[src/rtl/rst_req_pkg.sv]
// Shared definitions for the reset-request conditioner: FSM encoding and
// bit positions of the latched reset cause.
package rst_req_pkg;

    typedef enum logic [1:0] {
        IDLE  = 2'd0,
        PULSE = 2'd1,
        HOLD  = 2'd2
    } state_e;

    localparam int CAUSE_W    = 3;
    localparam int CAUSE_BTN  = 0;
    localparam int CAUSE_SW   = 1;
    localparam int CAUSE_WDOG = 2;

endpackage

[src/rtl/rst_req_btn_debounce.sv]
// Push-button conditioner: two-flop synchronizer, stability counter and a
// one-cycle press strobe on the debounced 1->0 transition.
module btn_debounce
    import rst_req_pkg::*;
#(
    parameter int DEB_CYCLES = 1000000
) (
    input  logic clk_i,
    input  logic rst_n_i,
    input  logic btn_raw_n_i,
    output logic btn_db_n_o,
    output logic press_o
);

    localparam int              CNT_W    = $clog2(DEB_CYCLES);
    localparam logic [CNT_W-1:0] CNT_LAST = CNT_W'(DEB_CYCLES - 1);

    logic             sync1_q, sync2_q;
    logic             db_q, db_d;
    logic             press_q, press_d;
    logic [CNT_W-1:0] cnt_q, cnt_d;

    always_comb begin
        db_d  = db_q;
        cnt_d = cnt_q;
        if (sync2_q == db_q) begin
            cnt_d = '0;
        end else if (cnt_q == CNT_LAST) begin
            db_d  = sync2_q;
            cnt_d = '0;
        end else begin
            cnt_d = cnt_q + CNT_W'(1);
        end
        // Registered so the strobe coincides with the cycle btn_db_n reads 0.
        press_d = db_q & ~db_d;
    end

    always_ff @(posedge clk_i or negedge rst_n_i) begin
        if (!rst_n_i) begin
            sync1_q <= 1'b1;
            sync2_q <= 1'b1;
            db_q    <= 1'b1;
            press_q <= 1'b0;
            cnt_q   <= '0;
        end else begin
            sync1_q <= btn_raw_n_i;
            sync2_q <= sync1_q;
            db_q    <= db_d;
            press_q <= press_d;
            cnt_q   <= cnt_d;
        end
    end

    assign btn_db_n_o = db_q;
    assign press_o    = press_q;

endmodule

[src/rtl/rst_req.sv]
// Reset-request conditioner: merges button, software strobe and watchdog into
// one registered active-low request of guaranteed width and latches its cause.
module rst_req
    import rst_req_pkg::*;
#(
    parameter int DEB_CYCLES   = 1000000,
    parameter int PULSE_CYCLES = 50000,
    parameter int WDOG_CYCLES  = 67108864
) (
    input  logic               clk_in,
    input  logic               rst_in_n,
    input  logic               btn_raw_n,
    input  logic               sw_rst_req,
    input  logic               wdog_en,
    input  logic               wdog_kick,
    output logic               rst_req_n,
    output logic               btn_db_n,
    output logic [CAUSE_W-1:0] cause
);

    localparam int              PC_W    = $clog2(PULSE_CYCLES);
    localparam int              WD_W    = $clog2(WDOG_CYCLES);
    localparam logic [PC_W-1:0] PC_LAST = PC_W'(PULSE_CYCLES - 1);
    localparam logic [WD_W-1:0] WD_LAST = WD_W'(WDOG_CYCLES - 1);

    state_e               state_q, state_d;
    logic [PC_W-1:0]      pcnt_q, pcnt_d;
    logic [WD_W-1:0]      wd_q, wd_d;
    logic [CAUSE_W-1:0]   cause_q, cause_d;
    logic                 rst_req_n_q, rst_req_n_d;
    logic                 press, expiry;
    logic [CAUSE_W-1:0]   events;

    btn_debounce #(
        .DEB_CYCLES (DEB_CYCLES)
    ) u_btn (
        .clk_i       (clk_in),
        .rst_n_i     (rst_in_n),
        .btn_raw_n_i (btn_raw_n),
        .btn_db_n_o  (btn_db_n),
        .press_o     (press)
    );

    always_comb begin
        expiry             = wdog_en && (wd_q == WD_LAST) && !wdog_kick;
        events             = '0;
        events[CAUSE_BTN]  = press;
        events[CAUSE_SW]   = sw_rst_req;
        events[CAUSE_WDOG] = expiry;

        state_d = state_q;
        pcnt_d  = pcnt_q;
        cause_d = cause_q;

        if ((state_q != IDLE) || !wdog_en || wdog_kick || expiry) begin
            wd_d = '0;
        end else begin
            wd_d = wd_q + WD_W'(1);
        end

        case (state_q)
            IDLE: begin
                if (|events) begin
                    state_d = PULSE;
                    pcnt_d  = '0;
                    cause_d = events;
                end
            end
            PULSE: begin
                pcnt_d = pcnt_q + PC_W'(1);
                if (pcnt_q == PC_LAST) begin
                    pcnt_d = '0;
                    // Skip HOLD when the button is already released so the
                    // pulse is exactly PULSE_CYCLES long.
                    state_d = btn_db_n ? IDLE : HOLD;
                end
            end
            HOLD: begin
                if (btn_db_n) state_d = IDLE;
            end
            default: state_d = IDLE;
        endcase

        rst_req_n_d = (state_d == IDLE);
    end

    always_ff @(posedge clk_in or negedge rst_in_n) begin
        if (!rst_in_n) begin
            state_q     <= PULSE;
            pcnt_q      <= '0;
            wd_q        <= '0;
            cause_q     <= '0;
            rst_req_n_q <= 1'b0;
        end else begin
            state_q     <= state_d;
            pcnt_q      <= pcnt_d;
            wd_q        <= wd_d;
            cause_q     <= cause_d;
            rst_req_n_q <= rst_req_n_d;
        end
    end

    assign rst_req_n = rst_req_n_q;
    assign cause     = cause_q;

endmodule
[config.mk]
export PLATFORM = sky130hd
export DESIGN_NAME = rst_req
export DESIGN_NICKNAME = d
export VERILOG_FILES = /design/src/rtl/rst_req_pkg.sv /design/src/rtl/rst_req_btn_debounce.sv /design/src/rtl/rst_req.sv
export SDC_FILE = /design/constraint.sdc
export NUM_CORES = 1
export LEC_CHECK = 0
export CAP_MARGIN = 15
export CELL_PAD_IN_SITES_DETAIL_PLACEMENT = 0
export CELL_PAD_IN_SITES_GLOBAL_PLACEMENT = 1
export CORE_MARGIN = 4
export CORE_UTILIZATION = 45
export CTS_CLUSTER_SIZE = 20
export DETAILED_ROUTE_END_ITERATION = 8
export GPL_ROUTABILITY_DRIVEN = 0
export GPL_TIMING_DRIVEN = 0
export HOLD_SLACK_MARGIN = 0.15
export MAX_ROUTING_LAYER = met4
export PLACE_DENSITY = 0.84
export SYNTH_ARGS = -nofsm -noshare
export SYNTH_HDL_FRONTEND = slang
export SYNTH_SLANG_ARGS = --single-unit
[constraint.sdc]
create_clock -name clk_in -period 2.95 [get_ports clk_in]
set_input_delay 0.295 -clock clk_in [delete_from_list [all_inputs] [get_ports clk_in]]
set_output_delay 0.295 -clock clk_in [all_outputs]
set_load 0.03 [all_outputs]
# [Yosys cells after proc, flatten, opt, wreduce, memory -nomap -nowiden]
# Cells that the tools add are included.
# Widths: inputs -> output; s select.
[word_totals] register_bits=72 inputBits=6 output_inout_bits=5 word_cells=49
[classes] addsub=3 eq_ne=7 n_mux=13 bitwise_logic=2 n_reduce_logical=14
[ops] op="$mux 20" count=2
[ops] op="$mux 16" count=2
[ops] op="$pmux 16 s2" count=1
[ops] op="$add 26x1->26 const B" count=1
[ops] op="$eq 26x26->1 const B" count=1
[ops] op="$mux 26" count=1
[ops] op="$add 20x1->20 const B" count=1
[ops] op="$eq 20x20->1 const B" count=1
[ops] op="$add 16x1->16 const B" count=1
[ops] op="$eq 16x16->1 const B" count=1
[ops] op="$mux 2" count=4
[ops] op="$pmux 2 s3" count=1
[ops] op="$logic_not 2->1" count=2
[ops] op="$reduce_and 2->1" count=2
[ops] op="$reduce_bool 2->1" count=2
[ops] op="$logic_or 1x1->1" count=3
[ops] op="$reduce_or 3->1" count=1
[ops] op="$eq 2x1->1 const B" count=1
[ops] op="$eq 2x2->1 const B" count=1
[ops] op="$logic_and 1x1->1" count=2
[ops] op="$logic_not 1->1" count=2
[ops] op="$mux 1" count=2
[ops] op="$ne 2x2->1 const B" count=1
[ops] op="$and 1x1->1" count=1
[ops] op="2 further kinds" count=2

# [Depth between registers and ports, before layout]
[depth] ltp_word=7 mapped_depth=7 mapped_depth_nobuf=6

# [Modules after synthesis]
# Synthesis repeated with hierarchy kept, for this count alone.
[hier_totals] hier_cells=405 area_unflattened_um2=3783.6
[modules_own_cells] mod="rst_req" instances=1 cells_each=290 area_each_um2=2638.8 seq_area_each_um2=1202.4
[modules_own_cells] mod="btn_debounce" instances=1 cells_each=115 area_each_um2=1144.8 seq_area_each_um2=604.3

# [Worst setup path before layout]
# Ideal clock, no wire load.
[synth_path] path_kind="reg2reg" startpoint="reg state_q[1]" endpoint="reg pcnt_q[11]" setup_ns=0.126 t_arrival_ns=1.990 t_required_ns=2.824 setup_slack_ns=0.834 path_stages_with_launch=7 n_path_buf=1 period_less_slack_ns=2.116 cell_sequence="dfrtp_1 > or4b_4 > nor4_4 > nand2_2 > and2_4 > buf_6 > a221o_1"
[synth_between] elab_chain_len=3 elab_cells_between_ends=6 cone_classes="eq/ne: 2; mux: 1; reduce/logical: 3"
[synth_lines] element="from (decl)" line_no="rst_req.sv:26" source="state_e state_q, state_d;"
[synth_lines] element="from (signal assigned)" line_no="rst_req.sv:95" source="state_q <= state_d;"
[synth_lines] element="$eq 2x1->1 / $logic_not 2->1 (equally long branches)" line_no="rst_req.sv:61" source="case (state_q)"
[synth_lines] element="$reduce_bool 2->1 (no source line) / $ne 2x2->1 (equally long branches)"
[synth_lines] element="$reduce_and 2->1 (no source line)"
[synth_lines] element="to (signal assigned)" line_no="rst_req.sv:96" source="pcnt_q <= pcnt_d;"
[synth_lines] element="to (decl)" line_no="rst_req.sv:27" source="logic [PC_W-1:0] pcnt_q, pcnt_d;"
# Parallel ways exist; a longest one is shown, timed or not.
# A chain may end at the register's enable or synchronous reset.

# [Final worst setup path]
[layout_path] startpoint="reg u_btn.cnt_q[0]" endpoint="reg u_btn.cnt_q[16]"
[layout_between] elab_chain_len=3 elab_cells_between_ends=4 cone_classes="add/sub: 1; eq/ne: 1; mux: 2"
[layout_lines] element="from (decl)" line_no="rst_req_btn_debounce.sv:21" source="logic [CNT_W-1:0] cnt_q, cnt_d;"
[layout_lines] element="from (signal assigned)" line_no="rst_req_btn_debounce.sv:50" source="cnt_q <= cnt_d;"
[layout_lines] element="$add 20x1->20 / $eq 20x20->1 (equally long branches)" line_no="rst_req_btn_debounce.sv:32, rst_req_btn_debounce.sv:28"
[layout_lines] element="$mux 20 (*)" line_no="rst_req_btn_debounce.sv:28" source="end else if (cnt_q == CNT_LAST) begin"
[layout_lines] element="$mux 20 (*)" line_no="rst_req_btn_debounce.sv:26" source="if (sync2_q == db_q) begin"
[layout_lines] element="via u_btn.cnt_d[16]" line_no="rst_req_btn_debounce.sv:21"
# Mark *: on every way through the listed nets, which the timed path passes. The rest lies on a longest branch.

==> results.json <==
{
  "report.final.slew_viol_count": 0,
  "reg2regPathDepth": 7,
  "cts-resized-gates": 0,
  "insertion_delay_ns": 0.35,
  "synth.yosys.seq_area_share_pct": 50.56,
  "avgSynthCellArea_um2": 10.01,
  "chipHeight_um": 97.11,
  "max_cap_violations": 0,
  "multi_input_area_um2": 1695,
  "synth_xor_area_share_pct": 10.54,
  "finish.net_count": 389,
  "synth_edf_count": 0,
  "fill_cells": 709,
  "maximum_count_of_clock_buffers_along_a_single_path": 2,
  "clock_tree_from_tritoncts": "done",
  "utilization_pct": 52.93,
  "area_growth_pct": 14.46,
  "vias_per_cell": 5.462,
  "worst_voltage_drop_across_the_vdd_grid_mv": 0.3234,
  "synth_mux_area_share_pct": 1.225,
  "dominantRegCellSynth": "dfrtp_1",
  "slew_headroom_pct": 57.42,
  "largest_fanout_of_any_net_on_the_critical_path": 10,
  "diodes": 0,
  "post_synth_fa_ha_maj_area_fraction_pct": 1.050,
  "route.detailed.wl_per_inst_um": 14.49,
  "synthesis.nets": 366,
  "grt_use_total_pct": 16.86,
  "synthesis.yosys.warnings": 0,
  "hpwl_reported_at_the_end_of_detailed_placement_um": 4728,
  "period_share_pct": 85.05,
  "worst-endpoint-required_ns": 3.16,
  "synth_simple_gate_area_share_pct": 28.57,
  "vias_in_the_first_global_route": 2612,
  "post-route-cell-area_um2": 4090,
  "hold_path_class": "input port to async pin",
  "boundaryPins": 11,
  "initial_core_util_pct": 46.24,
  "syn_inst": 357,
  "static-leakage-power_uw": 0.001793,
  "library_cell_used_as_clock_root_buffer": "clkbuf_8",
  "synth_top_family_by_area": "simple AND/OR/NAND/NOR gates",
  "ctsHtreeMaxLevel": 3,
  "area.sequential_um2": 1807,
  "arrival_time_of_the_worst_setup_path_ns": 2.72,
  "maxClockFrequency_mhz": 398.6,
  "final_report_hold_violation_count": 0,
  "initialDrtViolationCount": 111,
  "clock_sinks": 72,
  "type_of_element_launching_the_critical_path": "register",
  "rsz0062_at_grt": "no",
  "setup_viol": 0,
  "tightestPinTransition_ns": 0.6339,
  "async_flop_share_pct": 100.0,
  "synth-compound-area-share_pct": 6.057,
  "post-route-drc-count": 0,
  "placeableCoreArea_um2": 7727,
  "antenna_violating_nets_post_route": 0,
  "path_class": "register to register",
  "yosys_register_bits": 72,
  "grt_overflow": 0,
  "die_x_um": 97.11,
  "routed-via-count": 2660,
  "postRouteWirelength_um": 7055,
  "tritoncts.num_buffers": 9,
  "reg2reg_launch_point": "u_btn.cnt_q[0]",
  "post_cts.repair.setup_buffers": 0,
  "final_period_minus_worst_setup_slack_ns": 2.509,
  "fin_skew_ns": 0.007565,
  "antenna_found_initial": 0,
  "ys_types": 52,
  "post_synth_instance_area_um2": 3573,
  "run_status": "finished, final reports clean",
  "power_density_nw_per_um2": 496.4,
  "end_kind": "register",
  "grt_start_max_net_pins": 60,
  "grt_first_pass_wirelength_um": 12710,
  "layout-drive-gt1-share_pct": 10.13,
  "postPlaceCellArea_um2": 3826,
  "die_area_um2": 9430,
  "io_buffers": 10,
  "rows": 32,
  "clock_transition_at_the_registers_of_the_reported_paths_ns": 0.08,
  "first_pass_iters": 4,
  "timing.critical_path.from": "u_btn.cnt_q[0]"
}
==> critical path, stage by stage (launching register included) <==
cell	delay [ns]
dfrtp_1	0.39
ha_1	0.24
inv_1	0.07
nor2_1	0.45
nand4_1	0.31
nand2_1	0.39
clkbuf_1	0.42
nor2_1	0.10
==> power breakdown <==
group / leakage (uW) / total, uW / internal (uW) / switching (uW)
registers: 0.000966 / 999 / 994 / 5.49
logic: 0.000701 / 51.0 / 17.5 / 33.5
clock network: 0.000126 / 980 / 607 / 374
==> through the flow <==
| step | TNS, ns | setup WS, ns | hold WS, ns | total power (uW) | instances |
|---|---|---|---|---|---|
| 6_report | 0 | 0.4411 | 0.3489 | 2031 | 487 |
| 3_3_place_gp | -65.78 | -0.9659 | 0.3462 | 1065 | 469 |
| 5_1_grt | 0 | 0.1594 | 0.3330 | 2113 | 487 |
| 2_1_floorplan | 0 | 0.8342 | -0.0005911 | 1031 | 357 |
| 4_1_cts | 0 | 0.3997 | 0.3372 | 2061 | 487 |
| 3_5_place_dp | 0 | 0.2783 | 0.1768 | 1071 | 470 |
==> layout make-up <==
type                            count  share of cell area [%]
Sequential cell                    72                   44.17
Inverter                            7                  0.6424
Clock buffer                       11                   3.701
Tap cell                          102                   3.120
Clock inverter                      5                   2.508
Buffer                             10                   1.101
Timing Repair Buffer               12                   3.304
Multi-Input combinational cell    268                   41.45
==> flip-flops by register name, indices dropped and copies added (netlist names), 2 cells and up <==
register,flops
wd_q,26
u_btn.cnt_q,20
pcnt_q,16
cause,3
state_q,2
==> placed cells by master, fill, tap and decap left out, drive strengths merged, types with 4 or more instances in the layout <==
master / count
dfrtp: 68
nor2: 63
xor2: 30
nand3: 26
nand2: 21
clkbuf: 19
nand4: 18
xnor2: 13
and3: 13
nor3: 12
clkdlybuf4s50: 9
inv: 7
and4: 6
and2: 5
nor4: 5
a22o: 4
o21ai: 4
a221o: 4
dfstp: 4
buf: 4
==> logic make-up after synthesis <==
kind of cell | Yosys count
multiplexers | 4
AO/OA/AOI/OAI | 28
XOR/XNOR | 43
adder cells (fa/ha/maj) | 3
flip-flops | 72
buffers and inverters | 17
AND/OR/NAND/NOR | 190
==> final timing paths <==
| path | end | slack, ns |
|---|---|---|
| min | pcnt_q[15] | 0.35 |
| max | u_btn.cnt_q[16] | 0.44 |
| min reg2reg | u_btn.sync2_q | 0.36 |
| max reg2reg | u_btn.cnt_q[16] | 0.44 |
| max in group asynchronous | state_q[0] | 1.99 |
| min in group clk_in | u_btn.sync1_q | 0.35 |
==> synthesized netlist by cell type, types with 6 or more instances <==
library cell,n,area share [%]
dfrtp_1,68,48
nor2_1,63,6.6
xor2_1,30,7.4
nand3_1,26,3.6
nand2_1,20,2.1
nand4_1,18,3.2
and3_1,13,2.3
xnor2_1,13,3.2
nor3_1,12,1.7
clkbuf_1,8,0.84
inv_1,7,0.74
and4_1,6,1.5
==> routing by layer <==
metal	wire length, um	vias up	track usage (%)
li1	-	1298	-
met1	3399	1304	22.81
met2	3273	46	24.95
met3	269	12	4.666
met4	111	0	4.860
met5	0	-	-
==> what timing repair did <==
item                                   in CTS  in global routing
endpoints found under the hold margin      68                  0
setup endpoints to repair                   0                  0
hold buffers                                1                  0
Power figures use the tool's default switching activity.
